==> config.mk <==
export PLATFORM = sky130hd
export DESIGN_NAME = divmmc_pager
export DESIGN_NICKNAME = d
export VERILOG_FILES = /design/src/rtl/divmmc_pager.sv
export SDC_FILE = /design/constraint.sdc
export NUM_CORES = 1
export LEC_CHECK = 0
export ABC_AREA = 0
export ABC_CLOCK_PERIOD_IN_PS = 1700
export BUFFER_PORTS_ARGS = -buffer_cell sky130_fd_sc_hd__buf_2
export CORE_ASPECT_RATIO = 0.9
export CORE_MARGIN = 4
export CORE_UTILIZATION = 35
export CTS_CLUSTER_SIZE = 12
export DETAILED_ROUTE_END_ITERATION = 8
export GPL_TIMING_DRIVEN = 0
export PLACE_DENSITY = 0.65
export SYNTH_ARGS = -nofsm -noshare
export SYNTH_HDL_FRONTEND = slang
export SYNTH_SLANG_ARGS = --single-unit
==> constraint.sdc <==
create_clock -name clock -period 1.7 [get_ports clock]
set_input_delay 0.085 -clock clock [delete_from_list [all_inputs] [get_ports clock]]
set_output_delay 0.085 -clock clock [all_outputs]
set_load 0.03 [all_outputs]
==> src/rtl/divmmc_pager.sv <==
// divmmc_pager: DivMMC overlay paging controller for the ZX48 memory map.
//
// Watches Z80 opcode fetches and I/O writes, runs the automap state machine,
// holds the 0xE3 control register and sequences the NMI button.
//
// Every CPU input is first captured in a sampling register. All events are
// derived from those samples, and the state and outputs update one clock
// later. As a result, a condition that is present at rising edge k shows on
// the outputs after rising edge k+1.
//
// Ports:
//   clock   in   system clock
//   reset   in   synchronous, active-high reset
//   enable  in   DivMMC enable; 0 forces automap, NMI request and divMap low
//   mreq    in   CPU MREQ (active low)
//   iorq    in   CPU IORQ (active low)
//   m1      in   CPU M1   (active low)
//   wr      in   CPU WR   (active low)
//   a       in   CPU address bus [15:0]
//   d       in   CPU data out [7:0]
//   nmiBtn  in   NMI button, active high, already synchronised
//   divMap  out  overlay active
//   divRam  out  0x0000-0x1FFF served by RAM page 3 instead of esxDOS ROM
//   divPage out  bank shown at 0x2000-0x3FFF
//   nmi     out  NMI to the CPU (active low)
module divmmc_pager #(
  parameter logic [7:0] PORT = 8'hE3
) (
  input  logic        clock,
  input  logic        reset,
  input  logic        enable,
  input  logic        mreq,
  input  logic        iorq,
  input  logic        m1,
  input  logic        wr,
  input  logic [15:0] a,
  input  logic [7:0]  d,
  input  logic        nmiBtn,
  output logic        divMap,
  output logic        divRam,
  output logic [3:0]  divPage,
  output logic        nmi
);

  typedef enum logic {IDLE = 1'b0, MAPPED = 1'b1} state_e;

  // Input samples and edge-detect history
  logic        enable_q, mreq_q, iorq_q, m1_q, wr_q, nmi_btn_q;
  logic [15:0] a_q;
  logic [7:0]  d_q;
  logic        fetch_prev_q, m1_prev_q, pw_prev_q, nmi_btn_prev_q;

  // Architectural state
  state_e      state_q, state_d;
  logic        pend_on_q, pend_on_d;
  logic        pend_off_q, pend_off_d;
  logic        nmi_pend_q, nmi_pend_d;
  logic        conmem_q, conmem_d;
  logic        mapram_q, mapram_d;
  logic [3:0]  page_q, page_d;

  // Registered outputs
  logic        div_map_q, div_map_d;
  logic        div_ram_q, div_ram_d;
  logic        nmi_q, nmi_d;

  // Events, all derived from sampled values
  logic fetch, fetch_start, fetch_end, pw, pw_start, btn_rise;
  logic trap_instant, trap_delayed, trap_nmi, trap_off;

  assign fetch        = !m1_q && !mreq_q;
  assign fetch_start  = fetch && !fetch_prev_q;
  assign fetch_end    = m1_q && !m1_prev_q;
  assign pw           = !iorq_q && !wr_q && (a_q[7:0] == PORT);
  assign pw_start     = pw && !pw_prev_q;
  assign btn_rise     = nmi_btn_q && !nmi_btn_prev_q;

  assign trap_instant = (a_q[15:8] == 8'h3D);
  assign trap_delayed = (a_q == 16'h0000) || (a_q == 16'h0008) || (a_q == 16'h0038) ||
                        (a_q == 16'h04C6) || (a_q == 16'h0562);
  assign trap_nmi     = (a_q == 16'h0066);
  assign trap_off     = (a_q[15:3] == 13'h03FF);  // 0x1FF8-0x1FFF

  // NOTE: the sampling and history registers are plain pipeline stages and
  // are not reset. They track the bus on every clock, including during reset.
  // So a fetch that is still in progress when reset is released does not
  // produce a second fetchStart.
  always_ff @(posedge clock) begin
    enable_q       <= enable;
    mreq_q         <= mreq;
    iorq_q         <= iorq;
    m1_q           <= m1;
    wr_q           <= wr;
    a_q            <= a;
    d_q            <= d;
    nmi_btn_q      <= nmiBtn;
    fetch_prev_q   <= fetch;
    m1_prev_q      <= m1_q;
    pw_prev_q      <= pw;
    nmi_btn_prev_q <= nmi_btn_q;
  end

  // NOTE: every signal is given a default first, so no path through the block
  // leaves a signal unassigned and no latch is inferred.
  always_comb begin
    state_d    = state_q;
    pend_on_d  = pend_on_q;
    pend_off_d = pend_off_q;
    nmi_pend_d = nmi_pend_q;
    conmem_d   = conmem_q;
    mapram_d   = mapram_q;
    page_d     = page_q;

    if (pw_start) begin
      conmem_d = d_q[7];
      mapram_d = mapram_q | d_q[6];  // write-once until reset
      page_d   = d_q[3:0];
    end

    if (btn_rise && state_q == IDLE && !nmi_pend_q) nmi_pend_d = 1'b1;

    if (fetch_start) begin
      if (trap_instant) begin
        state_d    = MAPPED;
        pend_off_d = 1'b0;
      end
      if (trap_delayed) pend_on_d = 1'b1;
      if (trap_nmi && nmi_pend_q) begin
        pend_on_d  = 1'b1;
        nmi_pend_d = 1'b0;
      end
      if (trap_off && state_q == MAPPED) pend_off_d = 1'b1;
    end

    // fetchStart needs M1 low and fetchEnd needs M1 high, so the two never
    // coincide. That makes the registered pending flags the right ones here.
    if (fetch_end) begin
      if (pend_on_q)       state_d = MAPPED;
      else if (pend_off_q) state_d = IDLE;
      pend_on_d  = 1'b0;
      pend_off_d = 1'b0;
    end

    if (!enable_q) begin
      state_d    = IDLE;
      pend_on_d  = 1'b0;
      pend_off_d = 1'b0;
      nmi_pend_d = 1'b0;
    end

    // The outputs are built from next-state values, so a port write and a
    // fetchEnd in the same clock land together.
    div_map_d = enable_q && (conmem_d || (state_d == MAPPED));
    div_ram_d = mapram_d && !conmem_d;
    nmi_d     = !nmi_pend_d;
  end

  // NOTE: sequential state uses non-blocking assignments only, so every
  // register sees the pre-edge values of the others.
  always_ff @(posedge clock) begin
    if (reset) begin
      state_q    <= IDLE;
      pend_on_q  <= 1'b0;
      pend_off_q <= 1'b0;
      nmi_pend_q <= 1'b0;
      conmem_q   <= 1'b0;
      mapram_q   <= 1'b0;
      page_q     <= 4'h0;
      div_map_q  <= 1'b0;
      div_ram_q  <= 1'b0;
      nmi_q      <= 1'b1;
    end else begin
      state_q    <= state_d;
      pend_on_q  <= pend_on_d;
      pend_off_q <= pend_off_d;
      nmi_pend_q <= nmi_pend_d;
      conmem_q   <= conmem_d;
      mapram_q   <= mapram_d;
      page_q     <= page_d;
      div_map_q  <= div_map_d;
      div_ram_q  <= div_ram_d;
      nmi_q      <= nmi_d;
    end
  end

  assign divMap  = div_map_q;
  assign divRam  = div_ram_q;
  assign divPage = page_q;
  assign nmi     = nmi_q;

endmodule

==> flow_metrics.py <==
metrics = {
    "finish": {
        "diodes": 0,
        "max_flop_register": "a_q",
        "drive_above_1_share_pct": 29.7,
        "area_delta_synth_final_pct": 51.3,
        "largest_register_ffs": 16,
        "mostFrequentLayoutCell": "dfxtp_1",
        "final_cell_mix": "dfxtp_1, buf_2, dlygate4sd3_1",
        "stdcell_area_sq_um": 2000,
        "fin_nets": 216,
    },
    "clocking": {
        "numClockSinks": 45,
        "cts_root_buf": "clkbuf_8",
        "clockBufferDepth": 2,
        "clkTransAtPathRegs_ps": 80,
        "cts_buffers": 5,
        "insertion_delay_ps": 290,
        "cts_tree": "built",
        "htreeDepth": 2,
    },
    "sta": {
        "finalCriticalPeriod_ps": 1720,
        "fin_ws_ps": -15.2,
        "clock.fmax_ghz": 0.583,
        "max-slew-margin-rel_pct": 71.6,
        "tns_ps": -15.2,
        "setup_viol": 1,
        "fin_skew_ps": 5.34,
        "hold_viol": 0,
        "slew_violations": 0,
        "period_share_pct": 101,
        "rsz0062_at_grt": "true",
        "tightest_slew_ps": 422,
    },
    "logic_synthesis": {
        "synth_cell_types": 29,
        "syn_inst": 109,
        "synth_top_area_share_pct": 68.2,
        "syn_nets": 141,
        "syn_area_per_cell_sq_um": 12.1,
        "synthTopCellsByArea": "dfxtp_1, nor2_1, mux2i_1, nor4_1, or4_1",
        "synth_seq_cells": 45,
        "synth_top_area_cell": "dfxtp_1",
        "netlist_area_sq_um": 1320,
        "yosysSeqAreaShare_pct": 68.2,
        "yosys_warnings": 0,
    },
    "detailed_routing": {
        "drc": 0,
        "drt_iter0_markers": 37,
        "viasPerCell": 4.43,
        "first_pass_iters": 4,
        "dr_total_vias": 1014,
        "wire_per_inst_um": 11.2,
        "antenna_left": 0,
        "wirelength_mm": 2.57,
    },
    "power": {
        "p_total_uw": 2030,
        "seq_power_share_pct": 55.0,
        "switching_share_pct": 18.6,
        "clockPowerShare_pct": 39.2,
        "comb_power_share_pct": 5.8,
        "cellLeakagePower_uw": 0.000842,
        "power_density_nw_per_um2": 1020,
        "p_switching_uw": 379,
        "ir_worst_vdd_uv": 630,
        "intPower_uw": 1660,
    },
    "global_route": {
        "antenna_found_initial": 0,
        "grt_overflow": 0,
        "grt_max_degree": 14,
        "grt_pass1_vias": 1030,
        "track_usage_pct": 11.9,
        "grt_pass1_wl_mm": 4.35,
    },
    "floorplan": {
        "start_util_pct": 37.7,
        "rows": 20,
        "dieArea_sq_um": 4820,
        "die_height_um": 66.3,
        "die_w_um": 72.8,
        "ioPinCount": 39,
        "core_area_sq_um": 3500,
    },
    "setup_path": {
        "worst-path-max-fanout": 3,
        "end_kind": "register",
        "arrival_ps": 1890,
        "cp-start-kind": "register",
        "required_ps": 1870,
        "worstSetupPathType": "register to register",
    },
    "place": {
        "hpwl_mm": 1.80,
        "port-buffer-count": 35,
        "gp_congestion": 0.833,
        "place_area_sq_um": 1550,
    },
    "flow_run": {
        "drv_cap": 0,
    },
    "status": {
        "violations": "negative setup slack",
        "status": "complete, but fails checks",
    },
    "hold_path": {
        "hold_class": "input pin to register",
    },
}
what timing repair did:
item | in CTS | in global routing
cloned | 0 | 0
setup buffers | 4 | 1
resized for setup | 1 | 2
setup endpoints to repair | 8 | 6
pin swaps | 2 | 1
endpoints found under the hold margin | 28 | 0
hold buffers | 28 | 0
final timing paths:
check / to / from / depth (start not counted) / slack, ps
setup / recovery: divMap / wr_q / 5 / -20
hold / removal: divRam / reset / 2 / 10
setup reg to reg: divMap / wr_q / 5 / -20
hold reg to reg: nmi_btn_prev_q / nmi_btn_q / 0 / 370
cell families (layout without fill, tap and decap cells):
family	Yosys count	count (layout)	synth area share [%]
multiplexers	5	5	3.79
AND/OR/NAND/NOR	45	45	21.0
flip-flops	45	45	68.2
buffers and inverters	2	78	0.852
AO/OA/AOI/OAI	12	12	6.16
per-stage QoR:
| step | setup WS (ps) | util (%) | hold slack (ps) | instances |
|---|---|---|---|---|
| floorplan | -27.2 | - | 113 | 109 |
| global placement | -183 | 44.3 | 187 | 188 |
| detailed placement | -253 | 44.3 | 189 | 188 |
| CTS | -58.7 | 56.5 | 3.57 | 228 |
| global route | -67.1 | 57.1 | 11.1 | 229 |
| finish | -15.2 | 57.1 | 13.2 | 229 |
area by class of cell:
cell class	count	area, sq um
Buffer	1	7.51
Clock buffer	7	86.3
Inverter	1	3.75
Sequential cell	45	902
Timing Repair Buffer	68	493
Fill cell	302	1500
Tap cell	44	55.1
Multi-Input combinational cell	62	422
Clock inverter	1	30.0
synthesized netlist by cell type:
cell / count
a211o_1: 1
a21oi_1: 4
a221oi_1: 1
a32oi_1: 2
and2b_1: 2
and4_1: 1
buf_4: 1
dfxtp_1: 45
inv_1: 1
mux2i_1: 5
nand2_1: 4
nand2b_1: 1
nand3_1: 1
nand4_1: 2
nand4b_1: 1
nor2_1: 15
nor3_1: 3
nor4_1: 4
nor4_4: 1
o2111ai_1: 1
o21ai_0: 2
o21bai_1: 1
or2_2: 1
or2b_2: 1
or3_1: 1
or3b_2: 1
or4_1: 3
or4b_4: 1
or4bb_1: 2
layer usage:
metal / vias up / global-route usage (%) / share of wire [%]
met5: - / 0 / 0
met3: 4 / 3.34 / 5.0
li1: 545 / - / -
met1: 440 / 12.9 / 45
met2: 25 / 20.8 / 49
met4: 0 / 6.22 / 1.1
power groups by stage:
stage | combinational [uW] | sequential [uW] | clock [uW]
after global placement | 62.6 | 1140 | 0
final | 117 | 1120 | 798
after floorplan | 28.2 | 1140 | 0
after CTS | 117 | 1120 | 819
after detailed placement | 65.1 | 1140 | 0
after global routing | 129 | 1120 | 859
worst max-delay path: stages (launching register included):
cell      delay [ps]
dfxtp_1          300
or4b_4           550
nor4_4           260
buf_4            180
mux2i_4          230
o21bai_1          80
No activity file was read; power rests on OpenSTA's default activity.
